==> config.mk <==
export PLATFORM = sky130hd
export DESIGN_NAME = fetch_decode_queue
export DESIGN_NICKNAME = d
export VERILOG_FILES = /design/src/rtl/fetch_decode_queue_pkg.sv /design/src/rtl/fetch_decode_queue_mem.sv /design/src/rtl/fetch_decode_queue.sv
export SDC_FILE = /design/constraint.sdc
export NUM_CORES = 1
export LEC_CHECK = 0
export BUFFER_PORTS_ARGS = -buffer_cell sky130_fd_sc_hd__clkbuf_2
export CORE_ASPECT_RATIO = 1.4
export CORE_MARGIN = 2
export CORE_UTILIZATION = 30
export CTS_CLUSTER_DIAMETER = 100
export DETAILED_ROUTE_END_ITERATION = 7
export PLACE_DENSITY = 0.55
export SLEW_MARGIN = 5
export SYNTH_ARGS = -nofsm -noshare
export SYNTH_HDL_FRONTEND = slang
export SYNTH_HIERARCHICAL = 1
export SYNTH_SLANG_ARGS = --single-unit
==> constraint.sdc <==
create_clock -name clk -period 24.6 [get_ports clk]
set_input_delay 1.23 -clock clk [delete_from_list [all_inputs] [get_ports clk]]
set_output_delay 1.23 -clock clk [all_outputs]
set_load 0.01 [all_outputs]
==> src/rtl/fetch_decode_queue_pkg.sv <==
// Shared types and constants for the fetch/decode instruction queue.
package fetch_decode_queue_pkg;

    // Widest PC/immediate and instruction the queue entry can carry.
    localparam int unsigned ENTRY_XLEN = 64;
    localparam int unsigned ENTRY_ILEN = 32;

    localparam logic [6:0]  OPC_BRANCH = 7'b1100011;
    localparam logic [31:0] NOP_INSTR  = 32'h00000013;

    typedef struct packed {
        logic [ENTRY_ILEN-1:0] instruction;
        logic [ENTRY_XLEN-1:0] immediate;
        logic [ENTRY_XLEN-1:0] pc;
        logic                  is_branch;
        logic                  illegal;
    } qentry_t;

    // Conditional branches share a single major opcode.
    function automatic logic is_branch_op(input logic [6:0] opcode);
        return opcode == OPC_BRANCH;
    endfunction

    // Only 32-bit encodings (low bits 2'b11) are supported.
    function automatic logic is_illegal_enc(input logic [1:0] low_bits);
        return low_bits != 2'b11;
    endfunction

endpackage

==> src/rtl/fetch_decode_queue_mem.sv <==
// Entry storage: DEPTH registers, one write port, one asynchronous read port.
module fetch_decode_queue_mem
    import fetch_decode_queue_pkg::*;
#(
    parameter int unsigned DEPTH = 2,
    parameter int unsigned AW    = $clog2(DEPTH)
) (
    input  logic          clk,
    input  logic          wr_en_i,
    input  logic [AW-1:0] wr_addr_i,
    input  qentry_t       wr_data_i,
    input  logic [AW-1:0] rd_addr_i,
    output qentry_t       rd_data_o
);

    qentry_t mem_q [DEPTH];

    // Storage is never reset; occupancy tracking decides what is valid.
    always_ff @(posedge clk) begin
        if (wr_en_i) begin
            mem_q[wr_addr_i] <= wr_data_i;
        end
    end

    assign rd_data_o = mem_q[rd_addr_i];

endmodule

==> src/rtl/fetch_decode_queue.sv <==
// Elastic in-order queue between fetch and decode, with enqueue-time tagging
// of branches and illegal encodings and a synchronous flush for redirects.
module fetch_decode_queue
    import fetch_decode_queue_pkg::*;
#(
    parameter int unsigned DEPTH = 2,
    parameter int unsigned XLEN  = 64,
    parameter int unsigned ILEN  = 32
) (
    input  logic                     clk,
    input  logic                     reset,
    input  logic                     in_valid,
    output logic                     in_ready,
    input  logic [ILEN-1:0]          in_instruction,
    input  logic [XLEN-1:0]          in_immediate,
    input  logic [XLEN-1:0]          in_pc,
    input  logic                     flush,
    output logic                     out_valid,
    input  logic                     out_ready,
    output logic [ILEN-1:0]          out_instruction,
    output logic [XLEN-1:0]          out_immediate,
    output logic [XLEN-1:0]          out_pc,
    output logic                     out_is_branch,
    output logic                     out_illegal,
    output logic [$clog2(DEPTH):0]   count
);

    localparam int unsigned AW = $clog2(DEPTH);
    localparam int unsigned CW = AW + 1;

    logic [AW-1:0] rd_ptr_q, rd_ptr_d;
    logic [AW-1:0] wr_ptr_q, wr_ptr_d;
    logic [CW-1:0] count_q, count_d;

    logic    enq, deq;
    qentry_t wr_entry;
    qentry_t rd_entry;

    // Handshake status depends only on registered occupancy.
    assign in_ready  = (count_q != CW'(DEPTH));
    assign out_valid = (count_q != '0);
    assign enq       = in_valid && in_ready;
    assign deq       = out_valid && out_ready;
    assign count     = count_q;

    // Pack the incoming fetch bundle and compute its tags once, at enqueue.
    always_comb begin
        wr_entry             = '0;
        wr_entry.instruction = ENTRY_ILEN'(in_instruction);
        wr_entry.immediate   = ENTRY_XLEN'(in_immediate);
        wr_entry.pc          = ENTRY_XLEN'(in_pc);
        wr_entry.is_branch   = is_branch_op(in_instruction[6:0]);
        wr_entry.illegal     = is_illegal_enc(in_instruction[1:0]);
    end

    fetch_decode_queue_mem #(
        .DEPTH (DEPTH),
        .AW    (AW)
    ) u_mem (
        .clk       (clk),
        .wr_en_i   (enq),
        .wr_addr_i (wr_ptr_q),
        .wr_data_i (wr_entry),
        .rd_addr_i (rd_ptr_q),
        .rd_data_o (rd_entry)
    );

    // Pointer and occupancy next state; flush overrides any handshake.
    always_comb begin
        rd_ptr_d = rd_ptr_q;
        wr_ptr_d = wr_ptr_q;
        count_d  = count_q;
        if (flush) begin
            rd_ptr_d = '0;
            wr_ptr_d = '0;
            count_d  = '0;
        end else begin
            if (enq) begin
                wr_ptr_d = wr_ptr_q + AW'(1);
            end
            if (deq) begin
                rd_ptr_d = rd_ptr_q + AW'(1);
            end
            if (enq && !deq) begin
                count_d = count_q + CW'(1);
            end else if (deq && !enq) begin
                count_d = count_q - CW'(1);
            end
        end
    end

    // Pointer and occupancy registers; reset empties the queue at once.
    always_ff @(posedge clk or posedge reset) begin
        if (reset) begin
            rd_ptr_q <= '0;
            wr_ptr_q <= '0;
            count_q  <= '0;
        end else begin
            rd_ptr_q <= rd_ptr_d;
            wr_ptr_q <= wr_ptr_d;
            count_q  <= count_d;
        end
    end

    // Head entry while valid, otherwise a NOP bundle so decode sees no side effects.
    always_comb begin
        out_instruction = ILEN'(NOP_INSTR);
        out_immediate   = '0;
        out_pc          = '0;
        out_is_branch   = 1'b0;
        out_illegal     = 1'b0;
        if (out_valid) begin
            out_instruction = rd_entry.instruction[ILEN-1:0];
            out_immediate   = rd_entry.immediate[XLEN-1:0];
            out_pc          = rd_entry.pc[XLEN-1:0];
            out_is_branch   = rd_entry.is_branch;
            out_illegal     = rd_entry.illegal;
        end
    end

endmodule

==> results.cfg, run 1 <==
[finish]
finalNetCount = 1215
layout-drive-gt1-share = 0.550
syn_to_final_growth_pct = 23.3
nFillCells = 4219
multi_input_area_um2 = 3410
seq_area_um2 = 9830

[global_routing]
grt_overflow = 0
grt_pass1_vias = 7248
grt_max_degree = 163
grt_pass1_wl_um = 43000
antenna_found_initial = 5
grt_use_total = 0.122

[clocking]
clk_path_buf_depth = 3
clock_sinks = 328
cts_hold_buffers = 0
cts_setup_buffers = 0
cts_buffers = 35
cts_root_buf = clkbuf_16
htree_levels = 2
ctsResizeCount = 0
cts_tree = yes
clk_latency_ps = 510
clk_pin_slew_worst_paths_ps = 60

[placed_design]
port_buffers = 330
gp_congestion = 0.751
dpl.hpwl_um = 18900

[logic_synthesis]
synth_most_common_cell = edfxtp_1
ys_async_sr_fraction = 0.0122
synthesis.nets = 879
yosysTopAreaCell = edfxtp_1
synth.area.top_cells = edfxtp_1, mux2_4, mux2_2, and2_1, and2_4
yosys-top-cells-count = edfxtp_1, and2_1, mux2_2, mux2_4, and2_4
avgSynthCellArea_um2 = 19.0
ys_warn_count = 6
syn_inst = 714
syn_area_um2 = 13500
ys_ff_latch = 328
synth_top_area_share = 0.719
synth_ff_type = edfxtp_1
synth-edff-count = 324
yosysUniqueCellTypes = 27
synth_seq_area_share = 0.726

[route]
wl_per_cell_um = 18.4
drc = 0
drtIter0Drc = 248
antenna_left = 0
viasPerCell = 4.34
via_count = 7107
drtPass1Iterations = 4
wirelength_um = 30100

[pwr]
powerDensity_nw_per_um2 = 77.5
ir_worst_vdd_mv = 0.0567
power_leakage_nw = 6.49
pwr-share-seq = 0.511
pwr-share-clk = 0.365
comb_power_share = 0.124
switching_share = 0.225
switching_power_mw = 0.290
cellInternalPower_mw = 1.00

[floorplan]
die_h_um = 255
rows = 92
core-area_um2 = 44800
ios = 331
design.die.area_um2 = 46800
dieWidth_um = 183
start_util = 0.302

[setup_path]
slowest_delay_ps = 770
arrival_ps = 2970
crit_type = register to output pin
slowest_stage = or2_4
cp_data_required_time_ps = 23370
reg2reg_to = u_mem/mem_q[1][131]
start_kind = register
critPathBufInv = 2
path_cells = or2_4 > buf_4 > and2_1 > clkbuf_2
crit-reg2reg-launch = count[1]
critical_path.top_delay_family = simple AND/OR/NAND/NOR gates
cp_max_fo = 84
crit_path_end_kind = output pin
reg2reg_slack_ps = 21900
crit_cells = 4
r2r_cells = 4

[status]
outcome = complete, no violations

[worst_hold_path]
min_path_type = input pin to asynchronous set/reset pin

[run]
maxCapViolCount = 0

[sta]
finalHoldViolCount = 0
relSlewSlack = 0.143
slew_violations = 0
final.min_clock_period_ps = 4200
rsz0062_at_grt = false
skew_ps = 9.59
finalSetupViolations = 0
tns_ps = 0
max_freq_ghz = 0.238
period_share = 0.171
hold_ws_ps = 581
worstMarginPinSlew_ps = 1290
## final cells by class
| type | count | area share |
|---|---|---|
| sequential | 328 | 0.589 |
| multi-input combinational | 347 | 0.205 |
| timing repair buffer | 335 | 0.103 |
| clock buffer | 45 | 0.0573 |
| tap | 564 | 0.0423 |
| clock inverter | 11 | 0.00262 |
| inverter | 3 | 0.000675 |
| antenna | 3 | 0.000450 |
## cell usage in the layout (no fill, tap or decap), drive strengths merged
| master | instances |
|---|---|
| a21oi | 4 |
| nor2 | 2 |
| mux2 | 162 |
| nand2 | 1 |
| mux2i | 1 |
| diode | 3 |
| dfrtp | 4 |
| nor2b | 2 |
| xor2 | 1 |
| and2 | 160 |
| nand2b | 3 |
| clkbuf | 375 |
| nand4b | 1 |
| buf | 5 |
| nor4b | 1 |
| edfxtp | 324 |
| or3 | 1 |
| or2 | 2 |
| inv | 3 |
| o211ai | 1 |
| nor3b | 1 |
| nand3b | 1 |
| a21o | 1 |
| o21ai | 2 |
| clkinv | 11 |
## power groups by stage
stage | clock network [mW] | registers (mW) | logic (mW)
2_1_floorplan | 0 | 0.674 | 0.107
3_3_place_gp | 0 | 0.670 | 0.164
3_5_place_dp | 0 | 0.672 | 0.165
4_1_cts | 0.494 | 0.660 | 0.165
5_1_grt | 0.512 | 0.662 | 0.175
6_report | 0.472 | 0.660 | 0.161
## sequential cells by signal (all words and copies together) (netlist names)
register and cells:
count 2, rd_ptr_q 1, wr_ptr_q 1, u_mem/mem_q 324
## cells by family (layout without fill, tap and decap cells)
logic type	Yosys count	count (layout)	share of synthesized area
muxes	163	163	0.158
buffers and inverters	39	394	0.0222
DFF	328	328	0.726
AOI/OAI and AO/OA	8	8	0.00333
and+or+nand+nor	175	175	0.0896
other	0	3	0
xor gates and xnor gates	1	1	0.000647
## routing by layer
metal | up-vias | GRT usage | wire [um]
li1 | 3322 | - | -
met1 | 3493 | 0.130 | 11000
met2 | 224 | 0.220 | 15900
met3 | 66 | 0.0349 | 1850
met4 | 2 | 0.0645 | 1270
met5 | - | 0 | 11
## through the flow
stage	util	std cells	setup WS [ps]	power [mW]	area [um2]
finish	0.373	1636	20400	1.29	16700
global route	0.373	1636	20120	1.35	16700
CTS	0.372	1633	20290	1.32	16700
detailed placement	0.350	1577	20850	0.837	15700
global placement	0.350	1577	20900	0.834	15700
floorplan	-	714	15380	0.781	13500
## worst max path at each step
stage	to	slack (ps)	startpoint
after floorplan	u_mem/mem_q[0][0]	15380	in_valid
after global placement	out_immediate[38]	20900	count[0]
after detailed placement	out_immediate[38]	20850	count[0]
after CTS	out_immediate[38]	20290	count[0]
after global routing	out_pc[23]	20120	count[0]
final	out_pc[6]	20400	count[0]
No activity file was read; power rests on OpenSTA's default activity.
==> run 2, diff against run 1 <==
- clock period: 24.6 -> 4.15 ns (I/O delays scaled with it)
==> run 2 against run 1 <==
Compared with the run above:
- sequential share of layout area decreased by 6.2 points
- flip-flop and latch count unchanged
- critical path type unchanged
- cell count increased by 11%
- register-to-register slack got worse by 20000 ps
- core utilization increased by 4.4 points
- critical path depth unchanged
- largest power group unchanged
- worst hold slack got worse by 510 ps
==> results.cfg, run 2 (synthesis results as in run 1) <==
[global_routing]
grt_overflow = 0
grt_max_degree = 89
grt_use_total = 0.126
grt_pass1_wl_um = 45400
antenna_found_initial = 2
grt_pass1_vias = 8285

[setup_path]
cp_data_required_time_ps = 3940
critPathLaunch = rd_ptr_q
crit_path_end_kind = output pin
reg2reg_slack_ps = 1890
r2r_cells = 4
crit_type = register to output pin
arrival_ps = 2570
critPathCapture = out_immediate[11]
cp_max_fo = 51
start_kind = register
crit-reg2reg-launch = count[1]
reg2reg_to = u_mem/mem_q[1][123]

[floorplan]
design.die.area_um2 = 46800
die_h_um = 255
start_util = 0.302
ios = 331
dieWidth_um = 183
core-area_um2 = 44800
rows = 92

[finish]
syn_to_final_growth_pct = 37.9
largest_reg_flops = 324
layout_common_cells = clkbuf_2, edfxtp_1, dlygate4sd3_1
final_util = 0.417
seq_area_um2 = 9830
multi_input_area_um2 = 3410
top_register = u_mem/mem_q
finalNetCount = 1390
final_common_cell = clkbuf_2
layout-drive-gt1-share = 0.492
nFillCells = 4111
final_cells = 1816

[sta]
worstMarginPinSlew_ps = 843
rsz0062_at_grt = false
relSlewSlack = 0.438
final.min_clock_period_ps = 2780
finalSetupViolations = 0
max_freq_ghz = 0.360
period_share = 0.670
fin_ws_ps = 1370
tns_ps = 0
skew_ps = 14.9
finalHoldViolCount = 0
slew_violations = 0

[pwr]
power_leakage_nw = 7.35
ir_worst_vdd_mv = 0.395
powerDensity_nw_per_um2 = 443

[route]
drtPass1Iterations = 4
viasPerCell = 4.30
drtIter0Drc = 344
wirelength_um = 30700
antenna_left = 0
wl_per_cell_um = 16.9
via_count = 7815
drc = 0

[status]
outcome = complete, no violations

[clocking]
cts_setup_buffers = 0
clk_latency_ps = 520
clk_path_buf_depth = 3
ctsResizeCount = 0
htree_levels = 2
cts_tree = yes
clk_pin_slew_worst_paths_ps = 60
cts_buffers = 36
cts_root_buf = clkbuf_16
clock_sinks = 328
cts_hold_buffers = 163

[run]
maxCapViolCount = 0

[placed_design]
pre_cts_ws_ps = 1800
port_buffers = 330
gp_congestion = 0.702
dp.cells = 1588
dpl.hpwl_um = 19600

[worst_hold_path]
min_path_type = input pin to register
-- run 2: changes by cell type in the layout (fill, tap and decap cells not counted) --
cell / previous run / this run
inv_6: 0 / 2
clkinvlp_4: 0 / 2
clkinv_2: 2 / 7
dlygate4sd3_1: 0 / 163
buf_4: 3 / 10
buf_12: 2 / 6
clkinv_4: 0 / 1
diode_2: 3 / 1
clkbuf_1: 8 / 3
bufinv_16: 0 / 6
clkinv_1: 9 / 6
-- run 2: cell type report --
class,count,area share
Sequential cell,328,0.527
Timing Repair Buffer,509,0.186
Multi-Input combinational cell,347,0.183
Clock buffer,40,0.0502
Tap cell,564,0.0378
Clock inverter,24,0.0150
Inverter,3,0.000603
Antenna cell,1,0.000134
-- run 2: where the power goes --
| part | leakage, nW | internal [mW] | total (mW) | switching (mW) |
|---|---|---|---|---|
| Combinational | 3.67 | 0.590 | 1.09 | 0.503 |
| Sequential | 3.09 | 3.85 | 3.91 | 0.0613 |
| Clock | 0.595 | 2.00 | 3.26 | 1.26 |
-- run 2: worst max-delay path, cell delays in order (launching register included) --
cell      delay (ps)
dfrtp_4          970
buf_4            410
mux2_2           370
and2_4           130
clkbuf_2         120
-- run 2: layer usage --
metal  vias up  wire (um)  GRT usage
li1       3678          -          -
met1      3847      11500      0.136
met2       227      16600      0.235
met3        61       1480     0.0269
met4         2       1100     0.0585
met5         -         13          0
-- run 2: how the worst min path moves through the flow --
stage / endpoint / cells after the start / slack (ps) / from
global placement: count[1] / 2 / 80 / reset
CTS: count[0] / 3 / 30 / in_valid
floorplan: count[0] / 1 / -30 / reset
detailed placement: count[1] / 2 / 90 / reset
finish: count[0] / 3 / 70 / in_valid
global route: count[0] / 3 / 60 / in_valid
-- run 2: metrics by stage --
step	hold WS [ps]	power, mW	instance area, um2
after global routing	62.9	8.61	18700
final	73.3	8.27	18700
after detailed placement	86.9	4.97	15800
after global placement	81.6	4.96	15800
after CTS	32.9	8.42	18700
after floorplan	-26.4	4.60	13500
==> run 3, diff against run 2 <==
- ABC_AREA: not set -> 1
- clock period: 4.15 -> 2.7 ns (I/O delays scaled with it)
==> run 3 against run 2 <==
Compared with the run above:
- core utilization rose by 0.38 points
- area after synthesis is 0.85% lower
- non-clock buffer count grew 5
- largest cell class unchanged
- count of clock-buffer cells in the layout increased by 9
- critical path depth grew 3
- flip-flop and latch count did not move
- critical path type unchanged
==> results.cfg, run 3 <==
[status]
outcome = complete, no violations

[sta]
rsz0062_at_grt = false
skew_ps = 22.3
relSlewSlack = 0.614
tns_ps = 0
slew_violations = 0
finalSetupViolations = 0
finalHoldViolCount = 0
final.min_clock_period_ps = 2430
worstMarginPinSlew_ps = 579
period_share = 0.900
max_freq_ghz = 0.412
fin_ws_ps = 270

[finish]
syn_to_final_growth_pct = 38.1
nFillCells = 4203
layout-drive-gt1-share = 0.243
finalNetCount = 1892
largest_reg_flops = 324
final_cells = 2317
layout_common_cells = nand2_1, clkbuf_2, edfxtp_1
top_register = u_mem/mem_q
final_common_cell = nand2_1

[floorplan]
die_h_um = 254
design.die.area_um2 = 46400
ios = 331
rows = 91
core-area_um2 = 44100
start_util = 0.304
dieWidth_um = 183

[setup_path]
cp_max_fo = 95
slowest_delay_ps = 450
slowest_stage = dfrtp_4
crit_path_end_kind = output pin
path_common_cell = nand2_1
arrival_ps = 2300
reg2reg_to = u_mem/mem_q[1][89]
critical_path.top_delay_family = buffers and inverters
crit_type = register to output pin
path_cells = buf_12 > buf_4 > nand2_1 > nand2_1 > inv_1 > nor2_1 > clkbuf_2
critPathBufInv = 4
reg2reg_slack_ps = 730
start_kind = register
critPathLaunch = rd_ptr_q
cp_data_required_time_ps = 2570
crit-reg2reg-launch = count[1]
r2r_cells = 5

[route]
antenna_left = 0
drc = 0
wl_per_cell_um = 14.6
via_count = 9797
viasPerCell = 4.23
wirelength_um = 33900
drtIter0Drc = 415
drtPass1Iterations = 5

[worst_hold_path]
min_path_type = input pin to asynchronous set/reset pin

[global_routing]
grt_pass1_wl_um = 51500
grt_max_degree = 96
grt_use_total = 0.142
antenna_found_initial = 6
grt_pass1_vias = 9919
grt_overflow = 0

[placed_design]
dpl.hpwl_um = 21600
pre_cts_ws_ps = 720
gp_congestion = 0.766
port_buffers = 330
dp.cells = 2083

[clocking]
cts_root_buf = clkbuf_16
cts_setup_buffers = 0
cts_hold_buffers = 164
clk_latency_ps = 530
cts_tree = yes
clock_sinks = 328
htree_levels = 2
clk_path_buf_depth = 3
ctsResizeCount = 0
clk_pin_slew_worst_paths_ps = 70
cts_buffers = 36

[logic_synthesis]
yosys.area_share.simple = 0.192
yosys-top-cells-count = nand2_1, edfxtp_1, inv_1, nor2_1, buf_2
synth_most_common_cell = nand2_1
syn_inst = 1228
ys_ff_latch = 328
avgSynthCellArea_um2 = 10.9
synth_xor_area_frac = 0
yosysTopAreaCell = edfxtp_1
muxShareOfSynthArea = 0
ys_async_sr_fraction = 0.0122
synthAdderAreaFrac = 0
yosysUniqueCellTypes = 23
synth.area.top_cells = edfxtp_1, nand2_1, inv_1, nor2_1, buf_2
synth_seq_area_share = 0.733
synth-edff-count = 324
synthesis.nets = 1393
synth_top_family_by_area = simple AND/OR/NAND/NOR gates
synth_compound_area_frac = 0.00345
syn_area_um2 = 13400
synth_ff_type = edfxtp_1
synth_top_area_share = 0.725
ys_warn_count = 6

[pwr]
cellInternalPower_mw = 11.0
comb_power_share = 0.325
pwr-share-clk = 0.277
powerDensity_nw_per_um2 = 902
power_leakage_nw = 8.45
pwr-share-seq = 0.398
switching_power_mw = 5.75
switching_share = 0.344
total_power_mw = 16.7
ir_worst_vdd_mv = 0.761

[run]
maxCapViolCount = 0
[run 3: cell count changes in the layout (fill, tap and decap cells not counted), moves of 80 or more]
cell     before  now
and2_1      112    0
nand2_1       1  488
inv_1         3  165
mux2_2       82    0
mux2_4       80    0
nor2_1        2  161
[run 3: cell type report]
type | count | area [um2] | area share
sequential | 328 | 9830 | 0.531
timing repair buffer | 514 | 3610 | 0.195
multi-input combinational | 678 | 2630 | 0.142
clock buffer | 49 | 971 | 0.0524
tap | 558 | 698 | 0.0377
inverter | 169 | 646 | 0.0348
clock inverter | 17 | 131 | 0.00709
antenna | 4 | 10.0 | 0.000540
[run 3: worst max-delay path by stage]
stage / endpoint / cells past startpoint / slack (ps)
floorplan: u_mem/mem_q[0][0] / 4 / -910
global placement: u_mem/mem_q[1][80] / 5 / 750
detailed placement: u_mem/mem_q[1][80] / 5 / 720
CTS: out_pc[31] / 7 / 190
global route: out_pc[2] / 7 / 110
finish: out_instruction[26] / 7 / 270
[run 3: worst reg2reg max path: cells and delay by family, from the launching register on]
kind                   cells  cell delay [ps]
flip-flops                 1              520
buffers and inverters      3              750
AO/OA/AOI/OAI              1              280
AND/OR/NAND/NOR            1              120
[run 3: cells by family after synthesis]
kind of cell / count (synthesis)
simple gates: 671
flops: 328
buf+inv: 222
compound gates: 7
[run 3: metal layers]
metal | share of wire | vias up | track usage
li1 | - | 4851 | -
met1 | 0.38 | 4611 | 0.154
met2 | 0.54 | 256 | 0.269
met3 | 0.043 | 75 | 0.0234
met4 | 0.040 | 4 | 0.0673
met5 | 0.00080 | - | 0
[run 3: power by group through the flow]
| stage | clock, mW | combinational, mW | sequential (mW) |
|---|---|---|---|
| final | 4.62 | 5.43 | 6.65 |
| after detailed placement | 0 | 5.34 | 6.76 |
| after CTS | 4.78 | 5.56 | 6.65 |
| after global placement | 0 | 5.33 | 6.73 |
| after global routing | 4.94 | 6.06 | 6.71 |
| after floorplan | 0 | 3.15 | 6.76 |
[run 3: stage by stage]
stage               cell area (um2)  hold WS, ps   util
global placement              15800         37.5  0.358
CTS                           18500         5.38  0.420
global route                  18500         72.6  0.421
finish                        18500         53.2  0.421
floorplan                     13400        -99.0      -
detailed placement            15800         37.1  0.358
